--- src/rtl/ahb_pkg.sv ---
// Shared AHB definitions for the slave-side response multiplexer and its default slave.
package ahb_pkg;

  localparam int unsigned NUM_PORTS = 10;
  localparam int unsigned DATA_W    = 32;
  localparam int unsigned SEL_W     = NUM_PORTS + 1;
  localparam int unsigned DFLT_IDX  = NUM_PORTS;

  typedef enum logic [1:0] {
    HTRANS_IDLE   = 2'b00,
    HTRANS_BUSY   = 2'b01,
    HTRANS_NONSEQ = 2'b10,
    HTRANS_SEQ    = 2'b11
  } htrans_e;

  typedef enum logic {
    HRESP_OKAY  = 1'b0,
    HRESP_ERROR = 1'b1
  } hresp_e;

  typedef enum logic [1:0] {
    DFLT_IDLE = 2'b00,
    DFLT_ERR1 = 2'b01,
    DFLT_ERR2 = 2'b10
  } dflt_state_e;

  // One slave's data-phase response as seen by the mux.
  typedef struct packed {
    logic              ready;
    logic              resp;
    logic [DATA_W-1:0] rdata;
  } ahb_rsp_t;

  // True for transfers that carry data (NONSEQ/SEQ).
  function automatic logic is_active(input logic [1:0] trans);
    return (trans == HTRANS_NONSEQ) || (trans == HTRANS_SEQ);
  endfunction

endpackage

--- src/rtl/ahb_dflt_resp.sv ---
// Default slave: answers unclaimed active transfers with a two-cycle ERROR,
// idle/busy transfers with a zero-wait OKAY.
module ahb_dflt_resp
  import ahb_pkg::*;
(
  input  logic       HCLK,
  input  logic       HRESET,
  input  logic       HSEL,
  input  logic [1:0] HTRANS,
  input  logic       HREADY,
  output logic       HREADYOUT,
  output logic       HRESP
);

  dflt_state_e state;
  dflt_state_e state_nxt;
  logic        req;

  assign req = HSEL & is_active(HTRANS) & HREADY;

  // State register.
  always_ff @(posedge HCLK or posedge HRESET) begin
    if (HRESET) begin
      state <= DFLT_IDLE;
    end else begin
      state <= state_nxt;
    end
  end

  // Next state and response; ERR2 may directly accept a new request.
  always_comb begin
    state_nxt = state;
    HREADYOUT = 1'b1;
    HRESP     = HRESP_OKAY;
    case (state)
      DFLT_IDLE: begin
        state_nxt = req ? DFLT_ERR1 : DFLT_IDLE;
      end
      DFLT_ERR1: begin
        HREADYOUT = 1'b0;
        HRESP     = HRESP_ERROR;
        state_nxt = DFLT_ERR2;
      end
      DFLT_ERR2: begin
        HRESP     = HRESP_ERROR;
        state_nxt = req ? DFLT_ERR1 : DFLT_IDLE;
      end
      default: begin
        state_nxt = DFLT_IDLE;
      end
    endcase
  end

endmodule

--- src/rtl/ahb_slave_mux_dflt.sv ---
// AHB slave response multiplexer with up to ten slave ports and a built-in
// default slave that claims any unselected address phase.
module ahb_slave_mux_dflt
  import ahb_pkg::*;
#(
  parameter int unsigned PORT0_ENABLE = 1,
  parameter int unsigned PORT1_ENABLE = 1,
  parameter int unsigned PORT2_ENABLE = 0,
  parameter int unsigned PORT3_ENABLE = 0,
  parameter int unsigned PORT4_ENABLE = 0,
  parameter int unsigned PORT5_ENABLE = 0,
  parameter int unsigned PORT6_ENABLE = 0,
  parameter int unsigned PORT7_ENABLE = 0,
  parameter int unsigned PORT8_ENABLE = 0,
  parameter int unsigned PORT9_ENABLE = 0
) (
  input  logic              HCLK,
  input  logic              HRESET,
  input  logic              HREADY,
  input  logic [1:0]        HTRANS,
  input  logic              HSEL0,
  input  logic              HSEL1,
  input  logic              HSEL2,
  input  logic              HSEL3,
  input  logic              HSEL4,
  input  logic              HSEL5,
  input  logic              HSEL6,
  input  logic              HSEL7,
  input  logic              HSEL8,
  input  logic              HSEL9,
  input  logic              HREADYOUT0,
  input  logic              HREADYOUT1,
  input  logic              HREADYOUT2,
  input  logic              HREADYOUT3,
  input  logic              HREADYOUT4,
  input  logic              HREADYOUT5,
  input  logic              HREADYOUT6,
  input  logic              HREADYOUT7,
  input  logic              HREADYOUT8,
  input  logic              HREADYOUT9,
  input  logic              HRESP0,
  input  logic              HRESP1,
  input  logic              HRESP2,
  input  logic              HRESP3,
  input  logic              HRESP4,
  input  logic              HRESP5,
  input  logic              HRESP6,
  input  logic              HRESP7,
  input  logic              HRESP8,
  input  logic              HRESP9,
  input  logic [DATA_W-1:0] HRDATA0,
  input  logic [DATA_W-1:0] HRDATA1,
  input  logic [DATA_W-1:0] HRDATA2,
  input  logic [DATA_W-1:0] HRDATA3,
  input  logic [DATA_W-1:0] HRDATA4,
  input  logic [DATA_W-1:0] HRDATA5,
  input  logic [DATA_W-1:0] HRDATA6,
  input  logic [DATA_W-1:0] HRDATA7,
  input  logic [DATA_W-1:0] HRDATA8,
  input  logic [DATA_W-1:0] HRDATA9,
  output logic              HREADYOUT,
  output logic              HRESP,
  output logic [DATA_W-1:0] HRDATA
);

  localparam logic [NUM_PORTS-1:0] PORT_EN = {
    PORT9_ENABLE != 0, PORT8_ENABLE != 0, PORT7_ENABLE != 0, PORT6_ENABLE != 0,
    PORT5_ENABLE != 0, PORT4_ENABLE != 0, PORT3_ENABLE != 0, PORT2_ENABLE != 0,
    PORT1_ENABLE != 0, PORT0_ENABLE != 0
  };

  localparam logic [SEL_W-1:0] SEL_DFLT = {1'b1, {NUM_PORTS{1'b0}}};

  logic [NUM_PORTS-1:0] hsel_v;
  logic [NUM_PORTS-1:0] sel_a;
  logic [NUM_PORTS-1:0] sel_pri;
  logic                 dsel;
  logic [SEL_W-1:0]     dsel_q;
  ahb_rsp_t             port_rsp [NUM_PORTS];
  ahb_rsp_t             rsp_mux;
  logic                 dflt_ready;
  logic                 dflt_resp;

  assign hsel_v = {HSEL9, HSEL8, HSEL7, HSEL6, HSEL5,
                   HSEL4, HSEL3, HSEL2, HSEL1, HSEL0};

  assign port_rsp[0] = '{ready: HREADYOUT0, resp: HRESP0, rdata: HRDATA0};
  assign port_rsp[1] = '{ready: HREADYOUT1, resp: HRESP1, rdata: HRDATA1};
  assign port_rsp[2] = '{ready: HREADYOUT2, resp: HRESP2, rdata: HRDATA2};
  assign port_rsp[3] = '{ready: HREADYOUT3, resp: HRESP3, rdata: HRDATA3};
  assign port_rsp[4] = '{ready: HREADYOUT4, resp: HRESP4, rdata: HRDATA4};
  assign port_rsp[5] = '{ready: HREADYOUT5, resp: HRESP5, rdata: HRDATA5};
  assign port_rsp[6] = '{ready: HREADYOUT6, resp: HRESP6, rdata: HRDATA6};
  assign port_rsp[7] = '{ready: HREADYOUT7, resp: HRESP7, rdata: HRDATA7};
  assign port_rsp[8] = '{ready: HREADYOUT8, resp: HRESP8, rdata: HRDATA8};
  assign port_rsp[9] = '{ready: HREADYOUT9, resp: HRESP9, rdata: HRDATA9};

  // Address-phase select: mask disabled ports, keep only the lowest set bit.
  assign sel_a   = hsel_v & PORT_EN;
  assign sel_pri = sel_a & (~sel_a + NUM_PORTS'(1));
  assign dsel    = (sel_a == '0);

  // Data-phase owner advances only when the bus accepts the address phase.
  always_ff @(posedge HCLK or posedge HRESET) begin
    if (HRESET) begin
      dsel_q <= SEL_DFLT;
    end else if (HREADY) begin
      dsel_q <= {dsel, sel_pri};
    end
  end

  ahb_dflt_resp u_dflt (
    .HCLK      (HCLK),
    .HRESET    (HRESET),
    .HSEL      (dsel),
    .HTRANS    (HTRANS),
    .HREADY    (HREADY),
    .HREADYOUT (dflt_ready),
    .HRESP     (dflt_resp)
  );

  // Response mux; a disabled owner always reports ready so the bus cannot stall.
  always_comb begin
    rsp_mux = '{ready: dflt_ready, resp: dflt_resp, rdata: '0};
    for (int i = 0; i < NUM_PORTS; i++) begin
      if (dsel_q[i]) begin
        if (PORT_EN[i]) begin
          rsp_mux = port_rsp[i];
        end else begin
          rsp_mux = '{ready: 1'b1, resp: HRESP_OKAY, rdata: '0};
        end
      end
    end
  end

  assign HREADYOUT = rsp_mux.ready;
  assign HRESP     = rsp_mux.resp;
  assign HRDATA    = rsp_mux.rdata;

endmodule

--- config.mk ---
export PLATFORM = sky130hd
export DESIGN_NAME = ahb_slave_mux_dflt
export DESIGN_NICKNAME = d
export VERILOG_FILES = /design/src/rtl/ahb_pkg.sv /design/src/rtl/ahb_dflt_resp.sv /design/src/rtl/ahb_slave_mux_dflt.sv
export SDC_FILE = /design/constraint.sdc
export NUM_CORES = 1
export LEC_CHECK = 0
export BUFFER_PORTS_ARGS = -buffer_cell sky130_fd_sc_hd__buf_4
export CAP_MARGIN = 40
export CORE_AREA = 4 4 149 151
export CTS_CLUSTER_SIZE = 20
export DETAILED_ROUTE_END_ITERATION = 10
export DIE_AREA = 0 0 153 155
export PLACE_DENSITY = 0.3
export SYNTH_ARGS = -nofsm -noshare
export SYNTH_HDL_FRONTEND = slang
export SYNTH_SLANG_ARGS = --single-unit
--- constraint.sdc ---
create_clock -name HCLK -period 1.6 [get_ports HCLK]
set_input_delay 0.08 -clock HCLK [delete_from_list [all_inputs] [get_ports HCLK]]
set_output_delay 0.08 -clock HCLK [all_outputs]
set_load 0.005 [all_outputs]
==> results of run 1 <==
## worst min path at each step
stage | startpoint | endpoint | slack (ns) | cells after the start
after floorplan | HRESET | dsel_q[0] | -0.15 | 1
after detailed placement | HRESET | dsel_q[0] | -0.02 | 2
after CTS | HREADY | dsel_q[1] | 0.05 | 2
after global placement | HRESET | dsel_q[0] | -0.02 | 2
final | HREADY | dsel_q[1] | 0.05 | 2
after global routing | HREADY | dsel_q[1] | 0.05 | 2
## metrics by stage
step	cell area [µm²]	setup WS, ns	power (mW)
2_1_floorplan	636	0.564	0.315
3_3_place_gp	1750	0.331	0.670
3_5_place_dp	1750	0.339	0.667
4_1_cts	1830	0.0878	1.07
5_1_grt	1830	0.0158	1.12
6_report	1830	0.125	1.05
## logic make-up after synthesis
logic type,count (synthesis),share of synthesized area
AOI/OAI and AO/OA,35,0.467
adders and majority gates,5,0.0984
muxes,2,0.0335
and+or+nand+nor,9,0.0965
DFF,4,0.157
buffers and inverters,12,0.148
## worst max-delay path: cells and delay by family, from the launching register on
kind / cells / cell delay [ns]
compound gates: 1 / 0.19
fa+ha+maj: 1 / 0.22
simple gates: 1 / 0.21
flops: 1 / 0.41
buf+inv: 1 / 0.14
## power breakdown
group | switching [mW] | internal [mW] | total [mW]
sequential | 0.00899 | 0.108 | 0.117
clock | 0.0708 | 0.319 | 0.390
combinational | 0.212 | 0.327 | 0.539
## cell usage after synthesis
master     count  area, µm²
buf_4          1       7.51
o21ai_1        2       10.0
nor2b_1        1       6.26
buf_8          3       45.0
a22o_1        32        280
mux2i_1        1       10.0
buf_6          1       11.3
or2_1          1       6.26
nand4bb_1      1       11.3
nand3b_1       1       7.51
nor3_1         1       5.00
a31oi_1        1       6.26
nor2_1         1       3.75
dfrtp_1        4        100
mux2_1         1       11.3
inv_1          4       15.0
buf_2          3       15.0
nand2_1        2       7.51
ha_1           5       62.6
nor2b_4        1       13.8
## cell usage in the layout (no fill, tap or decap), types with 2 or more instances in the layout
cell	synthesis	layout
buf_4	1	110
a22o_1	32	32
ha_1	5	5
inv_1	4	4
dfrtp_1	4	4
clkbuf_16	0	3
o21ai_1	2	2
nand2_1	2	2
## area by class of cell
type | count | area [µm²] | area share
well taps | 275 | 344 | 0.188
flip-flops and latches | 4 | 100 | 0.0546
inverters | 4 | 15.0 | 0.00820
multi-input cells | 51 | 442 | 0.241
repair buffers | 112 | 856 | 0.467
clock buffers | 3 | 75.1 | 0.0410
## flip-flops by register name, indices dropped and copies added, names as in the netlist
signal / cells
dsel_q: 2
u_dflt.state: 2
## per-layer routing
metal	vias to the layer above	routed length, µm
li1	478	-
met1	419	2210
met2	68	2350
met3	4	970
met4	0	44
met5	-	0
==> impl_metrics.toml, run 1 <==
[cts]
cts_tree = "done"
clkSinkCount = 4
htree_num_levels = 1
cts_resized = 0
clk_path_buf_depth = 2
clk_latency_ns = 0.23
numCtsBuffers = 3
post_cts_buffers = 0
cts-root-buf = "clkbuf_16"
clk_pin_slew_ns = 0.03
ctsHoldBuffers = 1

[sta]
max_slew_margin = 0.812
rsz0062_at_grt = "false"
setup_violations = 0
finalHoldViolations = 0
clock_skew_ns = 0.0000374
hold-worst-slack_ns = 0.0530
fmax_ghz = 0.678
fin_crit_ns = 1.47
tightestPinTransition_ns = 0.282
min_period_over_period = 0.922
drv_slew = 0
fin_tns_setup_ns = 0

[synthesis]
yosysSeqAreaShare = 0.157
synth_warnings = 0
synthDistinctLibCells = 20
syn_inst = 67
syn_nets = 427
ys_ff_latch = 4
avgSynthCellArea_um2 = 9.49
synth_area_um2 = 636

[worst_setup_path]
arrival_ns = 1.39
slowest_delay_ns = 0.41
critPathLaunch = "u_dflt.state[0]"
r2r-start = "dsel_q[1]"
setup.worst_path.end_class = "output pin"
cp-start-kind = "flop"
reg2reg_slack_ns = 0.53
cpMaxStageDelayCell = "dfrtp_1"
path_class = "reg2out"
path_cells = "ha_1 -> or2_1 -> a31oi_1 -> buf_4"
required_ns = 1.52
reg2reg_to = "dsel_q[1]"
critPathMaxFanout = 4
r2r_cells = 3
endpoint = "HREADYOUT"

[grt]
antenna_found_initial = 0
grt_usage = 0.0444
overflow = 0
grt.busiest_layer = "met2"
grt_use_met2 = 0.0636
grt_use_met3 = 0.0373
grt_pass1_wl_mm = 7.49
first_global_vias = 1151
grt_use_met1 = 0.0506
grt_max_degree = 25

[finish]
fillerInstances = 2455
instances_no_fill = 449
drive_gt1_frac = 0.661
num-nets-final = 536
area.growth.synth_to_final_pct = 188
post-route-util = 0.0880
num_antenna_cells = 0

[power]
peakVddDrop_mv = 0.405
leakage_nw = 0.859
p_per_area_nw_per_um2 = 571

[place]
placed_cells = 445
port_buffers = 107
hpwlAfterDp_mm = 5.01
globalplace.congestion = 0.721

[min_path]
worstHoldPathType = "in2reg"

[die]
die-area_um2 = 23700
initial_core_util = 0.0305
die_w_um = 153
io_pins = 389
core-area_um2 = 20800
die_height_um = 155
rows = 53

[routing]
drc = 0
dr_total_vias = 969
wl_per_cell_um = 12.4
drtIter0Drc = 29
ant_nets = 0
viasPerCell = 2.16
drt-total-wl_mm = 5.58
dr.pass1.iters = 4

[job]
drv_cap = 0

[run_status]
status = "complete, no violations"
Power figures use the tool's default switching activity.
==> inputs of run 2 (changes only) <==
CORE_AREA = 4 4 151 153   (was 4 4 149 151)
DIE_AREA = 0 0 155 157   (was 0 0 153 155)
clock period = 1.55 ns   (was 1.6 ns; I/O delays follow)
==> impl_metrics.toml, run 2 (synthesis results as in run 1) <==
[place]
globalplace.congestion = 0.692
placed_cells = 450
placed_area_um2 = 1750
port_buffers = 107
hpwlAfterDp_mm = 4.69

[sta]
min_period_over_period = 0.943
fin_tns_setup_ns = 0
finalHoldViolations = 0
fmax_ghz = 0.684
fin_crit_ns = 1.46
drv_slew = 0
max_slew_margin = 0.843
tightestPinTransition_ns = 0.236
setup_violations = 0
clock_skew_ns = 0.0000273
hold-worst-slack_ns = 0.0572
rsz0062_at_grt = "false"

[worst_setup_path]
cp-start-kind = "flop"
critPathLaunch = "dsel_q[0]"
required_ns = 1.47
critPathMaxFanout = 24
r2r-start = "dsel_q[1]"
arrival_ns = 1.38
path_class = "reg2out"
setup.worst_path.end_class = "output pin"

[routing]
viasPerCell = 2.17
drc = 0
ant_nets = 0
dr_total_vias = 986
drtIter0Drc = 12
dr.pass1.iters = 4
drt-total-wl_mm = 5.13
wl_per_cell_um = 11.3

[cts]
clkSinkCount = 4
clk_path_buf_depth = 2
clk_pin_slew_ns = 0.03
htree_num_levels = 1
clk_latency_ns = 0.22
cts_tree = "done"
cts-root-buf = "clkbuf_16"
numCtsBuffers = 3

[die]
die_w_um = 155
die_height_um = 157
initial_core_util = 0.0295
die-area_um2 = 24300
core-area_um2 = 21600
rows = 54
io_pins = 389

[grt]
antenna_found_initial = 0
grt_max_degree = 25
grt_pass1_wl_mm = 7.05
overflow = 0
grt_usage = 0.0401
first_global_vias = 1143

[job]
drv_cap = 0

[finish]
area.growth.synth_to_final_pct = 189
fillerInstances = 2482
mostFrequentLayoutCell = "buf_4"
final_cell_mix = "buf_4, a22o_1, ha_1"
num-nets-final = 536
num_antenna_cells = 0
postLayoutCellArea_um2 = 1840
instances_no_fill = 454
reg_top3 = "dsel_q x2, u_dflt.state x2"
drive_gt1_frac = 0.667

[power]
peakVddDrop_mv = 0.463
p_per_area_nw_per_um2 = 588
leakage_nw = 0.858

[min_path]
worstHoldStart = "HREADY"
worstHoldPathType = "in2reg"

[run_status]
status = "complete, no violations"
[run 2: report_power, final]
part / leakage [nW] / total (mW) / internal, mW / switching, mW
combinational: 0.770 / 0.564 / 0.337 / 0.227
sequential: 0.0512 / 0.121 / 0.112 / 0.00902
clock: 0.0370 / 0.397 / 0.329 / 0.0681
total: 0.858 / 1.08 / 0.778 / 0.304
[run 2: metal layers]
metal | track usage | wire length (µm) | up-vias
li1 | - | - | 479
met3 | 0.0225 | 622 | 2
met4 | 0.00883 | 41 | 0
met2 | 0.0588 | 2240 | 60
met1 | 0.0513 | 2230 | 445
met5 | 0 | 0 | -
[run 2: path summary, 6_finish.rpt]
check | end | slack (ns) | cells after the start
setup / recovery | HRDATA[2] | 0.09 | 4
max in group asynchronous | dsel_q[0] | 1.09 | 3
setup reg to reg | dsel_q[1] | 0.54 | 3
hold reg to reg | dsel_q[0] | 0.58 | 1
min in group asynchronous | u_dflt.state[1] | 0.29 | 3
hold / removal | dsel_q[1] | 0.06 | 2
[run 2: area by class of cell]
type | count | area [µm²] | share of cell area
repair buffers | 112 | 856 | 0.465
multi-input cells | 51 | 442 | 0.240
well taps | 280 | 350 | 0.190
flip-flops and latches | 4 | 101 | 0.0551
clock buffers | 3 | 75.1 | 0.0408
inverters | 4 | 15.0 | 0.00816
[run 2: critical path, stage by stage, from the launching register on]
cell and delay [ns]:
dfrtp_2 0.40, nor2b_4 0.21, buf_12 0.18, a22o_1 0.22
buf_4 0.14
[run 2: what timing repair did]
action                     in CTS  in global routing
setup endpoints to repair       0                  5
hold endpoints to repair        4                  0
hold buffers                    1                  0
gates resized for setup         0                  1
setup buffers                   0                  0
[run 2: stage by stage]
stage,power [mW],setup slack [ns],util
2_1_floorplan,0.325,0.517,-
3_3_place_gp,0.708,0.255,0.0813
3_5_place_dp,0.703,0.258,0.0813
4_1_cts,1.11,0.00616,0.0853
5_1_grt,1.16,0.00884,0.0853
6_report,1.08,0.0891,0.0853
